**config.mk**
```make
export PLATFORM = sky130hd
export DESIGN_NAME = mem_lsu_axi
export DESIGN_NICKNAME = d
export VERILOG_FILES = /design/src/rtl/mem_lsu_pkg.sv /design/src/rtl/mem_lsu_align.sv /design/src/rtl/mem_lsu_axi.sv
export SDC_FILE = /design/constraint.sdc
export NUM_CORES = 1
export LEC_CHECK = 0
export BUFFER_PORTS_ARGS = -buffer_cell sky130_fd_sc_hd__buf_2
export CAP_MARGIN = 20
export CORE_ASPECT_RATIO = 1.75
export CORE_MARGIN = 4
export CORE_UTILIZATION = 50
export CTS_BUF_LIST = sky130_fd_sc_hd__clkbuf_4 sky130_fd_sc_hd__clkbuf_8
export DETAILED_ROUTE_END_ITERATION = 16
export PLACE_DENSITY = 0.83
export SYNTH_ARGS = -nofsm -noshare
export SYNTH_HDL_FRONTEND = slang
export SYNTH_HIERARCHICAL = 1
export SYNTH_SLANG_ARGS = --single-unit
```
**constraint.sdc**
```tcl
create_clock -name clk -period 3.4 [get_ports clk]
set_clock_uncertainty 0.05 [all_clocks]
set_input_delay 0.17 -clock clk [delete_from_list [all_inputs] [get_ports clk]]
set_output_delay 0.17 -clock clk [all_outputs]
set_load 0.02 [all_outputs]
```
**src/rtl/mem_lsu_pkg.sv**
```systemverilog
// rtl/mem_lsu_pkg.sv - shared types and constants for the MEM-stage load/store unit
package mem_lsu_pkg;

   typedef enum logic [2:0] {
      S_IDLE = 3'd0,
      S_AR   = 3'd1,
      S_R    = 3'd2,
      S_WR   = 3'd3,
      S_B    = 3'd4,
      S_DONE = 3'd5
   } lsu_state_t;

   localparam logic [2:0] LB  = 3'b000;
   localparam logic [2:0] LH  = 3'b001;
   localparam logic [2:0] LW  = 3'b010;
   localparam logic [2:0] LBU = 3'b100;
   localparam logic [2:0] LHU = 3'b101;
   localparam logic [2:0] SB  = 3'b000;
   localparam logic [2:0] SH  = 3'b001;
   localparam logic [2:0] SW  = 3'b010;

   localparam logic [1:0] OKAY   = 2'b00;
   localparam logic [1:0] SLVERR = 2'b10;
   localparam logic [1:0] DECERR = 2'b11;

endpackage

```
**src/rtl/mem_lsu_align.sv**
```systemverilog
// rtl/mem_lsu_align.sv - access legality check, store lane placement and load extraction
module mem_lsu_align
   import mem_lsu_pkg::*;
(
   input  logic [2:0]  func3,
   input  logic [1:0]  off,
   input  logic        is_load,
   input  logic [31:0] rs2,
   input  logic [31:0] rdata,
   output logic        fault,
   output logic [31:0] wdata,
   output logic [3:0]  wstrb,
   output logic [31:0] ldata
);

   logic        legal;
   logic        misaligned;
   logic [31:0] sh;

   always_comb begin
      legal = 1'b0;
      if (is_load)
         legal = (func3 == LB) || (func3 == LH) || (func3 == LW) ||
                 (func3 == LBU) || (func3 == LHU);
      else
         legal = (func3 == SB) || (func3 == SH) || (func3 == SW);
   end

   assign misaligned = ((func3[1:0] == 2'b01) && off[0]) ||
                       ((func3[1:0] == 2'b10) && (off != 2'b00));
   assign fault = ~legal | misaligned;

   assign wdata = rs2 << {off, 3'b000};

   always_comb begin
      wstrb = 4'b1111;
      case (func3[1:0])
         2'b00:   wstrb = 4'b0001 << off;
         2'b01:   wstrb = 4'b0011 << off;
         default: wstrb = 4'b1111;
      endcase
   end

   assign sh = rdata >> {off, 3'b000};

   always_comb begin
      ldata = sh;
      case (func3)
         LB:      ldata = {{24{sh[7]}}, sh[7:0]};
         LBU:     ldata = {24'd0, sh[7:0]};
         LH:      ldata = {{16{sh[15]}}, sh[15:0]};
         LHU:     ldata = {16'd0, sh[15:0]};
         default: ldata = sh;
      endcase
   end

endmodule

```
**src/rtl/mem_lsu_axi.sv**
```systemverilog
// rtl/mem_lsu_axi.sv - MEM-stage load/store unit issuing one AXI4-Lite transaction per access
module mem_lsu_axi
   import mem_lsu_pkg::*;
#(
   parameter int ADDR_W = 32,
   parameter int DATA_W = 32
)
(
   input  logic              clk,
   input  logic              rst_n,
   input  logic              MEM_i_mem_to_reg,
   input  logic              MEM_i_write_mem,
   input  logic [2:0]        MEM_i_func3,
   input  logic [31:0]       MEM_i_ALU_ALUout,
   input  logic [31:0]       MEM_i_rs2_data,
   input  logic              FORWARD_stallME,
   output logic              MEM_rvalid,
   output logic              MEM_wready,
   output logic [31:0]       MEM_o_rdata,
   output logic              MEM_o_fault,
   output logic [ADDR_W-1:0] araddr,
   output logic              arvalid,
   input  logic              arready,
   input  logic [DATA_W-1:0] rdata,
   input  logic [1:0]        rresp,
   input  logic              rvalid,
   output logic              rready,
   output logic [ADDR_W-1:0] awaddr,
   output logic              awvalid,
   input  logic              awready,
   output logic [DATA_W-1:0] wdata,
   output logic [3:0]        wstrb,
   output logic              wvalid,
   input  logic              wready,
   input  logic [1:0]        bresp,
   input  logic              bvalid,
   output logic              bready
);

   lsu_state_t  state, state_next;
   logic        is_load, is_store;
   logic [31:0] addr_q, rs2_q;
   logic [2:0]  func3_q;
   logic        aw_done, w_done;
   logic [31:0] rdata_q;
   logic        fault_q;
   logic        req_fault;
   logic [31:0] ldata;
   logic [2:0]  sel_func3;
   logic [1:0]  sel_off;

   // a load wins when both flags are set
   assign is_load  = MEM_i_mem_to_reg;
   assign is_store = MEM_i_write_mem & ~MEM_i_mem_to_reg;

   // live request is checked in IDLE; the latched copy drives the bus afterwards
   assign sel_func3 = (state == S_IDLE) ? MEM_i_func3 : func3_q;
   assign sel_off   = (state == S_IDLE) ? MEM_i_ALU_ALUout[1:0] : addr_q[1:0];

   mem_lsu_align u_align (
      .func3   (sel_func3),
      .off     (sel_off),
      .is_load (is_load),
      .rs2     (rs2_q),
      .rdata   (rdata),
      .fault   (req_fault),
      .wdata   (wdata),
      .wstrb   (wstrb),
      .ldata   (ldata)
   );

   always_ff @(posedge clk or negedge rst_n) begin
      if (!rst_n) state <= S_IDLE;
      else        state <= state_next;
   end

   always_comb begin
      state_next = state;
      arvalid    = 1'b0;
      rready     = 1'b0;
      awvalid    = 1'b0;
      wvalid     = 1'b0;
      bready     = 1'b0;
      unique case (state)
         S_IDLE: begin
            if (is_load || is_store)
               state_next = req_fault ? S_DONE : (is_load ? S_AR : S_WR);
         end
         S_AR: begin
            arvalid = 1'b1;
            if (arready) state_next = S_R;
         end
         S_R: begin
            rready = 1'b1;
            if (rvalid) state_next = S_DONE;
         end
         S_WR: begin
            awvalid = ~aw_done;
            wvalid  = ~w_done;
            if ((aw_done || awready) && (w_done || wready)) state_next = S_B;
         end
         S_B: begin
            bready = 1'b1;
            if (bvalid) state_next = S_DONE;
         end
         S_DONE: begin
            if (!FORWARD_stallME) state_next = S_IDLE;
         end
         default: state_next = S_IDLE;
      endcase
   end

   always_ff @(posedge clk or negedge rst_n) begin
      if (!rst_n) begin
         addr_q  <= '0;
         rs2_q   <= '0;
         func3_q <= '0;
         aw_done <= 1'b0;
         w_done  <= 1'b0;
         rdata_q <= '0;
         fault_q <= 1'b0;
      end else begin
         case (state)
            S_IDLE: begin
               if (is_load || is_store) begin
                  addr_q  <= MEM_i_ALU_ALUout;
                  rs2_q   <= MEM_i_rs2_data;
                  func3_q <= MEM_i_func3;
                  aw_done <= 1'b0;
                  w_done  <= 1'b0;
                  fault_q <= req_fault;
               end
            end
            S_R: begin
               if (rvalid) begin
                  rdata_q <= ldata;
                  fault_q <= (rresp != OKAY);
               end
            end
            S_WR: begin
               if (awvalid && awready) aw_done <= 1'b1;
               if (wvalid && wready)   w_done  <= 1'b1;
            end
            S_B: begin
               if (bvalid) fault_q <= (bresp != OKAY);
            end
            S_DONE: begin
               if (!FORWARD_stallME) fault_q <= 1'b0;
            end
            default: ;
         endcase
      end
   end

   assign araddr      = addr_q[ADDR_W-1:0];
   assign awaddr      = addr_q[ADDR_W-1:0];
   assign MEM_o_rdata = rdata_q;
   assign MEM_o_fault = fault_q;
   assign MEM_rvalid  = ~is_load  | (state == S_DONE);
   assign MEM_wready  = ~is_store | (state == S_DONE);

endmodule

```
==> results of run 1 <==
[cell type report]
type | count | share of cell area, %
clock buffers | 11 | 1.77
clock inverters | 5 | 0.525
inverters | 4 | 0.191
multi-input cells | 349 | 35.5
flip-flops and latches | 105 | 33.4
well taps | 135 | 2.15
repair buffers | 333 | 26.5
[per-stage QoR]
stage | total power, mW | area (um2) | cells | hold WS (ns)
after floorplan | 6.50 | 5930 | 528 | -0.176
after global placement | 7.72 | 7000 | 859 | 0.351
after detailed placement | 7.88 | 7000 | 859 | 0.355
after CTS | 8.69 | 7840 | 941 | 0.000974
after global routing | 9.34 | 7860 | 942 | 0.00220
final | 8.80 | 7860 | 942 | 0.0178
[cell usage after synthesis, types with 16 or more instances]
cell type / number
o21ai_0: 21
buf_2: 16
nand2_1: 35
buf_4: 41
mux2_2: 104
nor2_1: 20
and2_1: 16
dfrtp_1: 105
mux2i_1: 26
nor2b_1: 21
a21oi_1: 31
a211oi_1: 16
[state kept, by name, indices dropped and copies added, names as in the netlist]
| register | cells |
|---|---|
| rs2_q | 32 |
| MEM_o_rdata | 32 |
| araddr | 32 |
| MEM_o_fault | 1 |
| state | 3 |
| func3_q | 3 |
| aw_done | 1 |
| w_done | 1 |
[worst max-delay path, delay by kind of cell (launching register included)]
kind,cells,cell delay [ns]
flip-flops,1,0.58
AO/OA/AOI/OAI,1,0.10
AND/OR/NAND/NOR,3,0.82
multiplexers,1,0.48
buffers and inverters,2,0.50
[cell usage in the layout (no fill, tap or decap), drive strengths merged, types with 3 or more instances in the layout]
master       instances
and2                16
nor2b               21
clkbuf              11
dlygate4sd3         66
o21ai               21
nor3                 7
mux2i               28
inv                  5
mux2               114
nand2               45
nor2                20
clkinvlp             4
o211ai               3
buf                267
a21oi               32
a211oi              16
dfrtp              105
nor3b                3
[logic make-up (layout without fill, tap and decap cells)]
group | after synthesis | in the layout | synth area share, %
and+or+nand+nor | 124 | 124 | 11.4
DFF | 105 | 105 | 44.3
xor gates and xnor gates | 1 | 1 | 0.148
muxes | 142 | 142 | 27.0
buffers and inverters | 74 | 353 | 8.59
AOI/OAI and AO/OA | 82 | 82 | 8.51
[worst min path at each step]
stage	to	depth (start not counted)	slack [ns]
6_report	araddr[10]$_DFFE_PN0P_	2	0.02
2_1_floorplan	MEM_o_fault$_DFFE_PN0P_	0	-0.18
3_5_place_dp	araddr[5]$_DFFE_PN0P_	2	0.35
3_3_place_gp	araddr[26]$_DFFE_PN0P_	2	0.35
4_1_cts	araddr[10]$_DFFE_PN0P_	2	0.001
5_1_grt	araddr[0]$_DFFE_PN0P_	2	0.002
[per-layer routing]
layer,vias to the layer above,track usage (%),wire length [um]
met5,-,0,0
met4,0,14.7,897
met3,73,7.03,1270
met2,282,46.5,9900
met1,2570,26.9,6180
li1,2365,-,-
[where the power goes]
group / total, mW / internal [mW] / leakage, nW / switching, mW
clock network: 0.736 / 0.289 / 0.0805 / 0.447
logic: 5.71 / 2.30 / 2.50 / 3.41
registers: 2.35 / 1.86 / 1.28 / 0.491
[timing repair]
item                       4_1_cts  5_1_grt
hold endpoints to repair       150        0
setup endpoints to repair        0        0
hold buffers                    66        0
setup buffers                    0        0
==> metrics.yaml, run 1 <==
sta:
  hold_viol_final: 0
  post-route-min-period_ns: 3.07
  max_slew_margin_pct: 58.8
  setup_viol: 0
  drv_slew: 0
  fmax_mhz: 326
  rsz0062_at_grt: "false"
  fin_setup_tns_ns: 0
  worst_pin_slew_ns: 0.616
  fin_crit_sh_pct: 90.3
  timing.final.ws_setup_ns: 0.328
routing:
  avgRoutedWirePerCell_um: 19.4
  drt_iter0_drc: 221
  drc_errors: 0
  vias: 5290
  ant_nets: 0
  wl_mm: 18.2
  viasPerCell: 5.62
  dr.pass1.iters: 5
worst_setup_path:
  end_kind: "primary output"
  reg2reg_slack_ns: 0.48
  r2r-end: "MEM_o_rdata[17]$_DFFE_PN0P_"
  path_cells: "nor3_4 -> mux2_2 -> nor2b_1 -> buf_4 -> nand2_1 -> o21ai_0 -> buf_2"
  cp.required_ns: 3.18
  endpoint: "wdata[22]"
  max_stage_delay_ns: 0.58
  start_kind: "flop"
  r2r_cells: 7
  crit_type: "reg -> out"
  critPathLaunch: "state[2]$_DFFE_PN0P_"
  arrival_ns: 2.85
  crit_path_max_fanout: 16
  crit_slowest_cell: "dfrtp_1"
  timing.rr.start: "state[2]$_DFFE_PN0P_"
grt:
  grt_max_degree: 87
  gr-total-overflow: 0
  grt_pass1_vias: 5751
  antenna_found_initial: 0
  grt_pass1_wl_mm: 28.8
  grtUsageTotal_pct: 25.9
layout:
  nFillCells: 836
  drive_gt1_share_pct: 51.5
  nets: 915
  seqCellArea_um2: 2630
  multi_input_area_um2: 2790
  areaGrowthSynthToFinish_pct: 32.7
  final_util_pct: 67.9
  antenna_cells_inserted: 0
placement:
  dp_hpwl_mm: 12.3
  dp_slack_ns: 0.526
  routabilityCongestion: 0.923
  portBuffers: 252
synth:
  synth_top_area_share_pct: 44.3
  async_reset_ff_share_pct: 100
  seq_area_frac_synth_pct: 44.3
  yosysWarnings: 6
  syn_area_per_cell_um2: 11.2
  ys_seq_elements: 105
  syn_area_um2: 5930
  synth_edf_count: 0
  ys.flop_type: "dfrtp_1"
  synth_nets: 641
  synth_cells: 528
  synth_top_cell_by_area: "dfrtp_1"
  yosys-top-cells-area: "dfrtp_1 (44%), mux2_2 (20%), buf_4 (5.2%), mux2i_1 (4.4%), a21oi_1 (2.6%)"
  synth_cell_types: 45
cts:
  cts_tree: "done"
  cts_sinks: 105
  cts-resized-gates: 0
  cts_root_buf: "clkbuf_8"
  clock_latency_ns: 0.36
  cts_max_level: 3
  clockBufferDepth: 2
  clkTransAtPathRegs_ns: 0.10
  numCtsBuffers: 9
outcome:
  status: "finished clean"
power_and_ir_drop:
  cellLeakagePower_nw: 3.86
  vdd_drop_max_v: 0.000753
  powerDensity_nw_per_um2: 1120
die:
  fp.coreArea_um2: 11600
  die_h_um: 152
  num_rows: 52
  io_pins: 253
  initial_utilization_pct: 51.2
  die_x_um: 90.3
  die_area_um2: 13700
worst_hold_path:
  hold_class: "in -> reg"
  hp-start: "MEM_i_ALU_ALUout[10]"
run:
  maxCapViolCount: 0
Power figures use the tool's default switching activity.
==> run 2, diff against run 1 <==
--- a/config.mk
+++ b/config.mk
@@ -9,10 +9,9 @@
 export CAP_MARGIN = 20
 export CORE_ASPECT_RATIO = 1.75
 export CORE_MARGIN = 4
-export CORE_UTILIZATION = 50
-export CTS_BUF_LIST = sky130_fd_sc_hd__clkbuf_4 sky130_fd_sc_hd__clkbuf_8
+export CORE_UTILIZATION = 48
 export DETAILED_ROUTE_END_ITERATION = 16
-export PLACE_DENSITY = 0.83
+export PLACE_DENSITY = 0.8
 export SYNTH_ARGS = -nofsm -noshare
 export SYNTH_HDL_FRONTEND = slang
 export SYNTH_HIERARCHICAL = 1
==> run 2 against run 1 <==
- sequential cell count unchanged
- via count down 7.6%
- final cell count down 1.2%
- non-clock buffer count down 43
- wire length down 11%
- die area up 3.9%
- combinational power down 3%
- global-route usage down 3.5 points
- critical endpoint is now wdata[15]
- largest power group unchanged
==> metrics.yaml, run 2 (synthesized netlist as in run 1, its figures left out) <==
die:
  num_rows: 53
  initial_utilization_pct: 49.1
  die_area_um2: 14300
  fp.coreArea_um2: 12100
  die_x_um: 92.0
  io_pins: 253
  die_h_um: 155
layout:
  fin_cells: 931
  final_cell_mix: "buf_2 (251), dfrtp_1 (105), mux2_2 (104)"
  final_common_cell: "buf_2"
  nets: 872
  areaGrowthSynthToFinish_pct: 27.9
  drive_gt1_share_pct: 54.5
  nFillCells: 974
  fin_area_um2: 7580
worst_setup_path:
  path_cells: "nor3_4 -> mux2_2 -> buf_4 -> buf_4 -> mux2i_1 -> nor2_1 -> buf_2"
  timing.rr.start: "state[0]$_DFFE_PN0P_"
  crit_slowest_cell: "dfrtp_1"
  max_stage_delay_ns: 0.60
  r2r_cells: 8
  arrival_ns: 2.88
  end_kind: "primary output"
  start_kind: "flop"
  cpMostUsedCell: "buf_4"
  r2r-end: "MEM_o_rdata[21]$_DFFE_PN0P_"
  reg2reg_slack_ns: 0.34
  crit_path_max_fanout: 27
  cp.required_ns: 3.18
  crit_type: "reg -> out"
run:
  maxCapViolCount: 0
power_and_ir_drop:
  powerDensity_nw_per_um2: 1180
  vdd_drop_max_v: 0.000640
  cellLeakagePower_nw: 3.75
  power_mw: 8.97
sta:
  fin_crit_sh_pct: 91.1
  max_slew_margin_pct: 42.8
  drv_slew: 0
  hold_viol_final: 0
  worst_pin_slew_ns: 0.859
  timing.final.ws_setup_ns: 0.303
  fmax_mhz: 323
  fin_setup_tns_ns: 0
  post-route-min-period_ns: 3.10
  setup_viol: 0
  rsz0062_at_grt: "false"
routing:
  drt_iter0_drc: 143
  viasPerCell: 5.25
  dr.pass1.iters: 4
  maxUsedRoutingLayer: "met4"
  wl_met3_mm: 1.18
  drc_errors: 0
  vias: 4886
  ant_nets: 0
  wl_mm: 16.3
  dr_wl_met2_mm: 8.77
  avgRoutedWirePerCell_um: 17.5
  wl_met1_mm: 5.73
cts:
  numCtsBuffers: 9
  clockBufferDepth: 2
  clkTransAtPathRegs_ns: 0.08
  cts_max_level: 3
  clock_latency_ns: 0.34
  cts_root_buf: "clkbuf_16"
  cts_tree: "done"
  cts_sinks: 105
  cts-resized-gates: 0
grt:
  antenna_found_initial: 2
  grt_max_degree: 70
  grt_pass1_vias: 5211
  grt_pass1_wl_mm: 25.7
  gr-total-overflow: 0
  grtUsageTotal_pct: 22.5
worst_hold_path:
  hold_class: "in -> reg"
  hold-path-endpoint: "rs2_q[23]$_DFFE_PN0P_"
  whs_path_depth: 2
  hp-start: "MEM_i_rs2_data[23]"
placement:
  portBuffers: 252
  routabilityCongestion: 0.881
  dp_cells: 890
  dp_hpwl_mm: 12.2
  placed_area_um2: 7030
  dp_slack_ns: 0.373
outcome:
  status: "finished clean"
==> run 2: timing repair <==
action | in CTS | in global routing
hold endpoints to repair | 85 | 2
setup endpoints to repair | 0 | 0
buffers inserted | 0 | 0
hold buffers | 21 | 2
==> run 2: routing by layer <==
| layer | track usage, % | vias up |
|---|---|---|
| li1 | - | 2287 |
| met1 | 22.7 | 2357 |
| met2 | 42.3 | 209 |
| met3 | 5.81 | 33 |
| met4 | 10.4 | 0 |
| met5 | 0 | - |
==> run 2: how the worst max path moves through the flow <==
stage | to | start | slack (ns)
floorplan | MEM_o_fault$_DFFE_PN0P_ | state[1]$_DFFE_PN0P_ | 0.84
global placement | MEM_o_rdata[25]$_DFFE_PN0P_ | state[0]$_DFFE_PN0P_ | 0.52
detailed placement | MEM_o_rdata[21]$_DFFE_PN0P_ | state[0]$_DFFE_PN0P_ | 0.37
CTS | wstrb[0] | state[0]$_DFFE_PN0P_ | 0.31
global route | wdata[9] | state[0]$_DFFE_PN0P_ | 0.1
finish | wdata[15] | state[0]$_DFFE_PN0P_ | 0.30
==> run 2: metrics by stage <==
step | hold WS, ns | util [%]
final | 0.00932 | 62.8
after global routing | 0.000929 | 62.8
after CTS | 0.000650 | 62.6
after detailed placement | 0.279 | 58.2
after global placement | 0.268 | 58.2
after floorplan | -0.176 | -
==> run 2: layout make-up <==
class / instances / area (um2) / share of cell area [%]
Sequential cell: 105 / 2630 / 34.7
Clock inverter: 7 / 88.8 / 1.17
Multi-Input combinational cell: 349 / 2790 / 36.8
Inverter: 4 / 15.0 / 0.198
Antenna cell: 2 / 5.00 / 0.0661
Clock buffer: 9 / 225 / 2.97
Tap cell: 165 / 206 / 2.72
Timing Repair Buffer: 290 / 1620 / 21.4
==> run 2: where the power goes <==
part / leakage, nW / total [mW] / switching, mW / internal [mW]
combinational: 2.31 / 5.53 / 3.27 / 2.26
clock: 0.155 / 1.08 / 0.496 / 0.589
sequential: 1.28 / 2.35 / 0.487 / 1.86
==> run 2: worst max-delay path, delay by kind of cell, from the launching register on <==
| kind | cells | cell delay (ns) |
|---|---|---|
| buf+inv | 3 | 0.84 |
| mux | 2 | 0.61 |
| flops | 1 | 0.60 |
| simple gates | 2 | 0.47 |
==> run 3, diff against run 2 <==
--- a/config.mk
+++ b/config.mk
@@ -7,7 +7,6 @@
 export LEC_CHECK = 0
 export BUFFER_PORTS_ARGS = -buffer_cell sky130_fd_sc_hd__buf_2
 export CAP_MARGIN = 20
-export CORE_ASPECT_RATIO = 1.75
 export CORE_MARGIN = 4
 export CORE_UTILIZATION = 48
 export DETAILED_ROUTE_END_ITERATION = 16
==> run 3 against run 2 <==
- register-to-register slack gained 0.11 ns
- final area grew 0.81%
- sequential share of layout area shrank 0.28 points
- worst setup slack lost 0.0071 ns
- clock power shrank 6%
- via count shrank 1.5%
- core utilization grew 0.55 points
- first-iteration DRC count grew 58%
- die area shrank 0.49%
- critical endpoint is now wdata[22]
- non-clock buffer count grew 7
- fmax shrank 0.23%
==> metrics.yaml, run 3 (synthesized netlist as in run 1, its figures left out) <==
sta:
  post-route-min-period_ns: 3.10
  setup_viol: 0
  hold_viol_final: 0
  rsz0062_at_grt: "false"
  fin_setup_tns_ns: 0
  fin_crit_sh_pct: 91.3
  max_slew_margin_pct: 47.9
  drv_slew: 0
  fmax_mhz: 322
  worst_pin_slew_ns: 0.781
worst_hold_path:
  whs_path_depth: 2
  hold-path-endpoint: "araddr[17]$_DFFE_PN0P_"
  hold_class: "in -> reg"
  hp-start: "MEM_i_ALU_ALUout[17]"
cts:
  post_cts.repair.setup_buffers: 0
  cts_tree: "done"
  cts_max_level: 3
  cts-resized-gates: 0
  cts_root_buf: "clkbuf_16"
  clockBufferDepth: 2
  clkTransAtPathRegs_ns: 0.07
  cts_sinks: 105
  clock_latency_ns: 0.34
  numCtsBuffers: 9
placement:
  dp_cells: 892
  portBuffers: 252
  routabilityCongestion: 0.896
  placed_area_um2: 7040
  dp_hpwl_mm: 11.7
grt:
  antenna_found_initial: 0
  grt_max_degree: 70
  grt_pass1_vias: 4940
  grt_pass1_wl_mm: 25.6
  grtUsageTotal_pct: 22.3
  gr-total-overflow: 0
layout:
  drive_gt1_share_pct: 53.7
  final_util_pct: 63.3
  antenna_cells_inserted: 0
  final_common_cell: "buf_2"
  final_cell_mix: "buf_2 (251), dfrtp_1 (105), mux2_2 (104)"
  areaGrowthSynthToFinish_pct: 28.9
  fin_cells: 939
  fin_area_um2: 7640
  nets: 879
routing:
  vias: 4814
  drt_iter0_drc: 226
  avgRoutedWirePerCell_um: 17.0
  dr.pass1.iters: 4
  viasPerCell: 5.13
  ant_nets: 0
  wl_mm: 15.9
  drc_errors: 0
worst_setup_path:
  cp.required_ns: 3.18
  end_kind: "primary output"
  r2r_cells: 7
  crit_type: "reg -> out"
  r2r-end: "MEM_o_rdata[19]$_DFFE_PN0P_"
  crit_path_max_fanout: 16
  arrival_ns: 2.88
  reg2reg_slack_ns: 0.45
  start_kind: "flop"
  timing.rr.start: "state[2]$_DFFE_PN0P_"
outcome:
  status: "finished clean"
die:
  io_pins: 253
  initial_utilization_pct: 49.1
  die_x_um: 119
  num_rows: 40
  fp.coreArea_um2: 12100
  die_area_um2: 14200
  die_h_um: 119
run:
  maxCapViolCount: 0
power_and_ir_drop:
  powerDensity_nw_per_um2: 1160
  cellLeakagePower_nw: 3.77
  vdd_drop_max_v: 0.000749
## run 3: final cells by class
type | instances | area, um2
fill | 932 | 4420
multi-input combinational | 349 | 2790
sequential | 105 | 2630
timing repair buffer | 297 | 1700
clock buffer | 13 | 270
tap | 168 | 210
clock inverter | 3 | 21.3
inverter | 4 | 15.0
## run 3: critical path, cell delays in order, from the launching register on
cell	delay, ns
dfrtp_1	0.57
nor3_4	0.33
mux2_2	0.47
nor2b_1	0.54
buf_4	0.29
nand2_1	0.06
o21ai_0	0.08
buf_2	0.19
## run 3: worst max-delay path by stage
| stage | from | end | depth (start not counted) |
|---|---|---|---|
| CTS | state[2]$_DFFE_PN0P_ | wdata[22] | 7 |
| floorplan | state[1]$_DFFE_PN0P_ | MEM_o_fault$_DFFE_PN0P_ | 11 |
| detailed placement | state[2]$_DFFE_PN0P_ | MEM_o_rdata[27]$_DFFE_PN0P_ | 7 |
| global route | state[2]$_DFFE_PN0P_ | wdata[18] | 7 |
| global placement | state[2]$_DFFE_PN0P_ | MEM_o_rdata[27]$_DFFE_PN0P_ | 7 |
| finish | state[2]$_DFFE_PN0P_ | wdata[22] | 7 |
## run 3: report_power, final
group	leakage, nW	internal, mW	switching, mW
clock network	0.142	0.559	0.462
registers	1.28	1.86	0.455
logic	2.35	2.28	3.26
## run 3: through the flow
step / hold slack (ns) / setup slack [ns] / total power [mW]
floorplan: -0.176 / 0.844 / 6.50
global placement: 0.237 / 0.684 / 7.70
detailed placement: 0.253 / 0.482 / 7.85
CTS: 0.00000458 / 0.256 / 8.91
global route: 0.00261 / 0.119 / 9.47
finish: 0.00871 / 0.296 / 8.88
## run 3: repair_timing
item | 4_1_cts | 5_1_grt
hold buffers | 29 | 2
endpoints found under the setup margin | 0 | 0
endpoints found under the hold margin | 88 | 2
## run 3: metal layers
layer | vias to the layer above | part of all wire, % | routed length, um | global-route usage [%]
met5 | - | 0 | 0 | 0
met4 | 0 | 1.4 | 216 | 6.73
met3 | 13 | 7.6 | 1220 | 5.18
met2 | 211 | 50 | 7970 | 38.3
met1 | 2302 | 41 | 6540 | 27.9
li1 | 2288 | - | - | -
